**src/rtl/nand_arb_pkg.sv**
```systemverilog
// Shared types and helpers for the NAND-bank arbiter: FSM encoding, stats width, one-hot decode.
package nand_arb_pkg;

   typedef enum logic [1:0] {
      IDLE  = 2'd0,
      ISSUE = 2'd1,
      HOLD  = 2'd2
   } state_e;

   localparam int STAT_CNT_W = 16;
   localparam int MAX_REQ    = 32;

   // Callers truncate the result to their own requester count.
   function automatic logic [MAX_REQ-1:0] onehot(input int unsigned idx);
      return MAX_REQ'(1) << idx;
   endfunction

endpackage

```
**src/rtl/my_nand.sv**
```systemverilog
// Single-bit NAND cell; the arbiter owns a WIDTH-wide bank of these.
module my_nand (
   input  logic A,
   input  logic B,
   output logic Y
);

   assign Y = ~(A & B);

endmodule

```
**src/rtl/nand_rr_pick.sv**
```systemverilog
// Combinational round-robin picker: first requester after 'last', wrapping modulo N_REQ.
module nand_rr_pick #(
   parameter int N_REQ = 4,
   parameter int IDW   = 2
) (
   input  logic [N_REQ-1:0] req,
   input  logic [IDW-1:0]   last,
   output logic [IDW-1:0]   winner,
   output logic             any
);

   logic [IDW-1:0] cand;

   always_comb begin
      winner = '0;
      any    = 1'b0;
      cand   = last;
      // The previous winner is examined last, so it cannot starve the others.
      for (int k = 0; k < N_REQ; k++) begin
         if (cand == IDW'(N_REQ - 1)) cand = '0;
         else                         cand = cand + 1'b1;
         if (!any && req[cand]) begin
            any    = 1'b1;
            winner = cand;
         end
      end
   end

endmodule

```
**src/rtl/nand_share_arbiter.sv**
```systemverilog
// Round-robin arbiter sharing one WIDTH-bit my_nand bank among N_REQ requesters.
// Optional per-requester grant counters are enabled with `define NAND_ARB_STATS_EN.
module nand_share_arbiter
   import nand_arb_pkg::*;
#(
   parameter int N_REQ = 4,
   parameter int WIDTH = 8
) (
   input  logic                     clk,
   input  logic                     rst,
   input  logic [N_REQ-1:0]         req,
   input  logic [N_REQ*WIDTH-1:0]   a_in,
   input  logic [N_REQ*WIDTH-1:0]   b_in,
   output logic [N_REQ-1:0]         gnt,
   output logic                     rsp_valid,
   output logic [$clog2(N_REQ)-1:0] rsp_id,
   output logic [WIDTH-1:0]         rsp_y,
`ifdef NAND_ARB_STATS_EN
   output logic [N_REQ*STAT_CNT_W-1:0] grant_cnt,
`endif
   input  logic                     rsp_ready
);

   localparam int IDW = $clog2(N_REQ);
   localparam logic [1:0] ST_IDLE  = IDLE;
   localparam logic [1:0] ST_ISSUE = ISSUE;
   localparam logic [1:0] ST_HOLD  = HOLD;
   localparam logic [IDW-1:0] LAST_RST = IDW'(N_REQ - 1);

   logic [1:0]       state_q, state_d;
   logic [N_REQ-1:0] gnt_q, gnt_d;
   logic             rsp_valid_q, rsp_valid_d;
   logic [IDW-1:0]   rsp_id_q, rsp_id_d;
   logic [WIDTH-1:0] rsp_y_q, rsp_y_d;
   logic [IDW-1:0]   last_q, last_d;
   logic [WIDTH-1:0] a_op_q, a_op_d;
   logic [WIDTH-1:0] b_op_q, b_op_d;

   logic [IDW-1:0]   winner_w;
   logic             any_w;
   logic [WIDTH-1:0] nand_y_w;

   nand_rr_pick #(
      .N_REQ (N_REQ),
      .IDW   (IDW)
   ) u_pick (
      .req    (req),
      .last   (last_q),
      .winner (winner_w),
      .any    (any_w)
   );

   for (genvar g = 0; g < WIDTH; g++) begin : g_nand
      my_nand u_nand (
         .A (a_op_q[g]),
         .B (b_op_q[g]),
         .Y (nand_y_w[g])
      );
   end

   always_comb begin
      state_d     = state_q;
      gnt_d       = '0;
      rsp_valid_d = rsp_valid_q;
      rsp_id_d    = rsp_id_q;
      rsp_y_d     = rsp_y_q;
      last_d      = last_q;
      a_op_d      = a_op_q;
      b_op_d      = b_op_q;
      case (state_q)
         ST_IDLE: begin
            if (any_w) begin
               for (int i = 0; i < N_REQ; i++) begin
                  if (winner_w == IDW'(i)) begin
                     a_op_d = a_in[i*WIDTH +: WIDTH];
                     b_op_d = b_in[i*WIDTH +: WIDTH];
                  end
               end
               gnt_d   = N_REQ'(onehot(32'(winner_w)));
               last_d  = winner_w;
               state_d = ST_ISSUE;
            end
         end
         ST_ISSUE: begin
            // last_q already holds the requester captured at grant.
            rsp_y_d     = nand_y_w;
            rsp_id_d    = last_q;
            rsp_valid_d = 1'b1;
            state_d     = ST_HOLD;
         end
         ST_HOLD: begin
            if (rsp_ready) begin
               rsp_valid_d = 1'b0;
               state_d     = ST_IDLE;
            end
         end
         default: state_d = ST_IDLE;
      endcase
   end

   always_ff @(posedge clk) begin
      if (rst) begin
         state_q     <= ST_IDLE;
         gnt_q       <= '0;
         rsp_valid_q <= 1'b0;
         rsp_id_q    <= '0;
         rsp_y_q     <= '0;
         last_q      <= LAST_RST;
         a_op_q      <= '0;
         b_op_q      <= '0;
      end else begin
         state_q     <= state_d;
         gnt_q       <= gnt_d;
         rsp_valid_q <= rsp_valid_d;
         rsp_id_q    <= rsp_id_d;
         rsp_y_q     <= rsp_y_d;
         last_q      <= last_d;
         a_op_q      <= a_op_d;
         b_op_q      <= b_op_d;
      end
   end

   assign gnt       = gnt_q;
   assign rsp_valid = rsp_valid_q;
   assign rsp_id    = rsp_id_q;
   assign rsp_y     = rsp_y_q;

`ifdef NAND_ARB_STATS_EN
   for (genvar s = 0; s < N_REQ; s++) begin : g_stat
      logic [STAT_CNT_W-1:0] cnt_q, cnt_d;

      // Counts the grant pulse itself and sticks at all-ones.
      always_comb begin
         cnt_d = cnt_q;
         if (gnt_q[s] && (cnt_q != {STAT_CNT_W{1'b1}})) cnt_d = cnt_q + 1'b1;
      end

      always_ff @(posedge clk) begin
         if (rst) cnt_q <= '0;
         else     cnt_q <= cnt_d;
      end

      assign grant_cnt[s*STAT_CNT_W +: STAT_CNT_W] = cnt_q;
   end
`endif

endmodule

```
**config.mk**
```make
export PLATFORM = sky130hd
export DESIGN_NAME = nand_share_arbiter
export DESIGN_NICKNAME = d
export VERILOG_FILES = /design/src/rtl/nand_arb_pkg.sv /design/src/rtl/my_nand.sv /design/src/rtl/nand_rr_pick.sv /design/src/rtl/nand_share_arbiter.sv
export SDC_FILE = /design/constraint.sdc
export NUM_CORES = 1
export LEC_CHECK = 0
export ABC_AREA = 1
export CORE_MARGIN = 4
export CORE_UTILIZATION = 48
export DETAILED_ROUTE_END_ITERATION = 7
export PLACE_DENSITY = 0.91
export SLEW_MARGIN = 20
export SYNTH_ARGS = -nofsm -noshare
export SYNTH_HDL_FRONTEND = slang
export SYNTH_HIERARCHICAL = 1
export SYNTH_SLANG_ARGS = --single-unit
```
**constraint.sdc**
```tcl
create_clock -name clk -period 5.7 [get_ports clk]
set_input_delay 0.57 -clock clk [delete_from_list [all_inputs] [get_ports clk]]
set_output_delay 0.57 -clock clk [all_outputs]
set_load 0.005 [all_outputs]
```
### Word level (Yosys, flattened, before mapping)

Index checks and enable logic that the tools add are counted.

| word-level totals | value |
|---|---|
| input port bits | 71 |
| register bits | 35 |
| output and inout port bits | 15 |
| word-level logic and storage cells | 94 |

| cells by class | value |
|---|---|
| eq/ne operators | 11 |
| bitwise logic cells | 18 |
| shifts and indexed selects | 1 |
| $add $sub $neg | 4 |
| reduce and logical (&&, ||, !) cells | 15 |
| mux-type cells | 33 |
| $lt $le $gt $ge | 4 |

Operators with widths:

| kind | count |
|---|---|
| $mux W8 | 8 |
| $mux W2 | 10 |
| $eq A2 B2 Y1 const B | 7 |
| $lt A2 B3 Y1 const B | 4 |
| $not A1 Y1 | 10 |
| $mux W1 | 9 |
| $add A2 B1 Y2 const B | 4 |
| $and A1 B1 Y1 | 8 |
| $bmux W1 S2 | 4 |
| $pmux W2 S3 | 1 |
| $reduce_and A2 Y1 | 3 |
| $eq A2 B1 Y1 const B | 2 |
| $logic_not A2 Y1 | 2 |
| $ne A2 B2 Y1 const B | 2 |
| $reduce_bool A4 Y1 | 1 |
| $shl A1 B2 Y4 const A | 1 |
| $logic_and A1 B1 Y1 | 3 |
| $logic_not A1 Y1 | 3 |
| $reduce_and A3 Y1 | 1 |
| $reduce_or A3 Y1 | 1 |
| $pmux W1 S2 | 1 |
| $reduce_bool A2 Y1 | 1 |

### Longest topological paths before layout

| logic depth | value |
|---|---|
| depth after elaboration | 19 |
| gate-level depth with buffers | 20 |
| gate-level depth less buffers | 18 |

### Modules after synthesis

Netlist, hierarchy kept.

By module, submodules not included:

| module | area an instance (sq um) | sequential area each (sq um) | cells each | instances |
|---|---|---|---|---|
| nand_share_arbiter | 1848.0 | 700.7 | 288 | 1 |
| nand_rr_pick | 352.8 | 0.0 | 72 | 1 |
| my_nand | 3.8 | 0.0 | 1 | 8 |

### Least setup slack after synthesis

No wires, ideal clock.

| path | value |
|---|---|
| kind | flip-flop to flip-flop |
| from | register last_q[0] |
| to | register b_op_q[6] |
| clock period less this slack | 2.120 ns |
| buffers on the path | 2 |
| library setup time | 0.112 ns |
| data required time | 5.588 ns |
| slack | 3.580 ns |
| data arrival time | 2.007 ns |
| cell stages (with the launch flop) | 18 |
| path through | dfxtp_1 ha_1 inv_1 nand2_1 nand2_1 nand2_1 nand2_2 nand2_2 nor2_4 nand3_1 nand2_1 buf_4 buf_2 nand3_1 nand3_1 nand2_1 nand2_1 nand2_1 |

| on the way | value |
|---|---|
| word-level cells in the longest chain between the ends | 18 |
| elaborated cells between the ends (all ways) | 43 |
| classes of those cells | add/sub: 4; eq/ne: 7; mux: 23; reduce/logical: 9 |

RTL lines:

| what | RTL line | RTL |
|---|---|---|
| start, declared | nand_share_arbiter.sv:35 | `logic [IDW-1:0] last_q, last_d;` |
| start signal, assigned | nand_share_arbiter.sv:117 | `last_q <= last_d;` |
| $add A2 B1 Y2 or $eq A2 B2 Y1 (tied branches) | nand_rr_pick.sv:21, nand_rr_pick.sv:20 |  |
| $mux W2 (*) | nand_rr_pick.sv:20 | `if (cand == IDW'(N_REQ - 1)) cand = '0;` |
| parallel branches: the longest is 11 deep, another holds $add A2 B1 Y2 | n/a |  |
| $mux W2 (*) | nand_rr_pick.sv:22 | `if (!any && req[cand]) begin` |
| named net winner_w[0] | nand_share_arbiter.sv:39 | `logic [IDW-1:0] winner_w;` |
| $eq A2 B1 Y1 | nand_share_arbiter.sv:74 | `if (winner_w == IDW'(i)) begin` |
| $mux W8 (3 in a row) | nand_share_arbiter.sv:74 |  |
| end signal, assigned | nand_share_arbiter.sv:119 | `b_op_q <= b_op_d;` |
| end, declared | nand_share_arbiter.sv:37 | `logic [WIDTH-1:0] b_op_q, b_op_d;` |

Mark *: on every way through the listed nets, which the timed path passes. The select of a mux whose other input is x is not followed.
A chain may end at the register's enable or synchronous reset.

### Final worst setup path

| path | value |
|---|---|
| from | register last_q[0] |
| to | register b_op_q[1] |

The elaborated chain is that of the path after synthesis.

==> flow_summary.yaml <==
timing:
  fin_crit_sh: 0.5904
  skew_ns: 0.009213
  setup_viol: 0
  slew_viol_final: 0
  setup_ws_ns: 2.335
  relSlewSlack: 0.3124
  timing.fmax_ghz: 0.2971
  rsz0062_at_grt: "no"
  hold_viol: 0
  worst_slew_pin_slew_ns: 1.029
  fin_crit_ns: 3.365
  tns_ns: 0
clock_network:
  cts_made_buffers: 5
  clock_latency_ns: 0.29
  clkTransAtPathRegs_ns: 0.07
  postCtsSetupRepairBufs: 0
  cts_max_path_buffers: 2
  cts_tree: "yes"
  cts-root-buf: "clkbuf_8"
  cts_sinks: 35
  postCtsHoldBufs: 0
  ctsHtreeMaxLevel: 2
  cts_resized: 0
status:
  outcome: "complete, no violations"
critical_path:
  r2r_cells: 16
  crit_top_cell: "nand2_1"
  critPathSlowestCell: "nand3_1"
  r2r_start: "last_q[0]"
  crit_type: "flop to flop"
  r2r-end: "b_op_q[1]"
  cp-start-kind: "flop"
  crit_fanout: 21
  reg2reg_setup_slack_ns: 2.33
  cp_cell_sequence: "ha_1 -> nor2_2 -> nand2_1 -> nand3_1 -> nand2_2 -> nand2_2 -> nor2_4 -> nand2_1 -> nand3_1 -> inv_2 -> nand2_4 -> inv_1 -> nand2_1 -> nand3_1 -> nand2_1 -> nand2_1"
  arrival_ns: 3.60
  slowest_delay_ns: 0.59
  cp.required_ns: 5.94
  cp-end-kind: "flop"
global_routing:
  antenna_found_initial: 0
  grt_pass1_vias: 2408
  grt.total_usage: 0.2121
  overflow: 0
  grt_start_max_net_pins: 34
  grt_pass1_wl_um: 10500
floorplanning:
  start_util: 0.5054
  die-width_um: 76.18
  die-area_sq_um: 5803
  die_y_um: 76.18
  core.rowCount: 24
  ioPinCount: 86
  coreArea_sq_um: 4414
yosys:
  synth_area_sq_um: 2231
  synth-seq-cells: 35
  syn_area_per_cell_sq_um: 6.062
  synth-main-ff-cell: "dfxtp_1"
  synth_most_common_cell: "nand2_1"
  synth_commonest_cells: "nand2_1, nor2_1, nand3_1, inv_1, dfxtp_1"
  synthAdderAreaFrac: 0.005609
  synth_edf_count: 0
  ys_types: 22
  syn_inst: 368
  synth_top_family_by_area: "simple AND/OR/NAND/NOR gates"
  yosys.area.top_type_share: 0.3141
  synth-simple-area-share: 0.4655
  synth_xor_area_frac: 0
  synth_fp_nets: 440
  synth_compound_area_frac: 0.08132
  yosys-top-cells-area: "dfxtp_1, nand2_1, nor2_1"
  yosys.area.top_type: "dfxtp_1"
  synth_mux_area_frac: 0
  synth-async-reset-ratio: 0
  yosysSeqAreaShare: 0.3141
  ys_warn_count: 6
route:
  drt-initial-drc-count: 171
  firstDrtPassIters: 4
  wirelength_um: 6138
  drc: 0
  antenna_left: 0
  wl_per_cell_um: 12.38
  vias: 2434
  viasPerCell: 4.907
power_and_ir_drop:
  p_leak_nw: 1.545
  ir_worst_vdd_v: 0.0003026
  power_density_nw_per_um2: 559.0
finish:
  antenna_cells: 0
  drive_gt1_frac: 0.06757
  n_fill_cell: 365
  area_growth_pct: 39.43
  final_nets: 515
worst_hold_path:
  hold_class: "flop to flop"
  whs_path_depth: 2
  min_from: "a_op_q[2]"
  hold_end: "a_op_q[2]"
placement:
  post-place-ws_ns: 2.306
  dp_hpwl_um: 4672
  io_buffers: 85
  place_congestion: 0.8774
run:
  cap_violations: 0
-- layer usage --
| metal | track usage | wire length [um] | vias to the layer above |
|---|---|---|---|
| met4 | 0.04545 | 66 | 0 |
| met3 | 0.05792 | 419 | 8 |
| li1 | - | - | 1279 |
| met2 | 0.3647 | 3063 | 88 |
| met5 | 0 | 0 | - |
| met1 | 0.2637 | 2589 | 1059 |
-- power breakdown --
group,leakage [nW],switching (W),internal (W)
Combinational,1.20,0.000763,0.000401
Clock,0.0505,0.0000894,0.000110
Sequential,0.289,0.0000442,0.000332
-- critical path, delay by kind of cell (launching register included) --
family | cells | cell delay, ns
buffers and inverters | 2 | 0.67
adder cells (fa/ha/maj) | 1 | 0.26
flip-flops | 1 | 0.37
AND/OR/NAND/NOR | 13 | 2.01
-- how the worst max path moves through the flow --
stage	start	to	slack [ns]	cells after the start
final	last_q[0]	b_op_q[1]	2.33	16
after global routing	last_q[0]	b_op_q[1]	1.94	14
after CTS	last_q[0]	b_op_q[1]	2.37	16
after detailed placement	req[1]	b_op_q[1]	2.31	17
after global placement	req[1]	b_op_q[1]	2.40	17
after floorplan	last_q[0]	b_op_q[6]	3.58	17
-- flip-flops by register name (all words and copies together), names as in the netlist --
name       count
rsp_y          8
rsp_valid      1
a_op_q         8
b_op_q         8
rsp_id         2
gnt            4
state_q        2
last_q         2
-- kinds of logic after synthesis --
family,count (synthesis)
AND/OR/NAND/NOR,239
adder cells (fa/ha/maj),1
AO/OA/AOI/OAI,34
buffers and inverters,59
flip-flops,35
-- cells in the final DEF (no fill, tap or decap) --
master / synthesis / final
nand2_1: 115 / 115
clkdlybuf4s50_1: 0 / 85
nor2_1: 59 / 59
nand3_1: 44 / 44
inv_1: 39 / 39
dfxtp_1: 35 / 35
o21ai_0: 28 / 28
nand2_2: 9 / 9
clkbuf_8: 0 / 7
a21oi_1: 5 / 5
nand2_4: 4 / 4
inv_2: 3 / 3
nor2_2: 2 / 2
nor2_4: 2 / 2
nand3b_1: 1 / 1
nand3_2: 1 / 1
a21oi_4: 1 / 1
nor3_1: 1 / 1
clkinvlp_4: 0 / 1
nand4_1: 1 / 1
ha_1: 1 / 1
-- per-stage QoR --
step / total power (W) / instances / area [sq um] / hold slack (ns) / utilization
global route: 0.001927 / 496 / 3110 / 0.4710 / 0.7046
finish: 0.001739 / 496 / 3110 / 0.4528 / 0.7046
floorplan: 0.001329 / 368 / 2231 / 0.4257 / -
detailed placement: 0.001536 / 488 / 3007 / 0.4388 / 0.6811
CTS: 0.001740 / 496 / 3110 / 0.4569 / 0.7046
global placement: 0.001500 / 488 / 3007 / 0.4392 / 0.6811
-- final cells by class --
| class | count | area, sq um | share of cell area |
|---|---|---|---|
| Multi-Input combinational cell | 274 | 1232 | 0.3962 |
| Timing Repair Buffer | 85 | 850.8 | 0.2735 |
| Sequential cell | 35 | 700.7 | 0.2253 |
| Inverter | 42 | 157.7 | 0.05068 |
| Clock buffer | 7 | 96.34 | 0.03097 |
| Tap cell | 52 | 65.06 | 0.02092 |
| Clock inverter | 1 | 7.507 | 0.002414 |
Power figures use the tool's default switching activity.
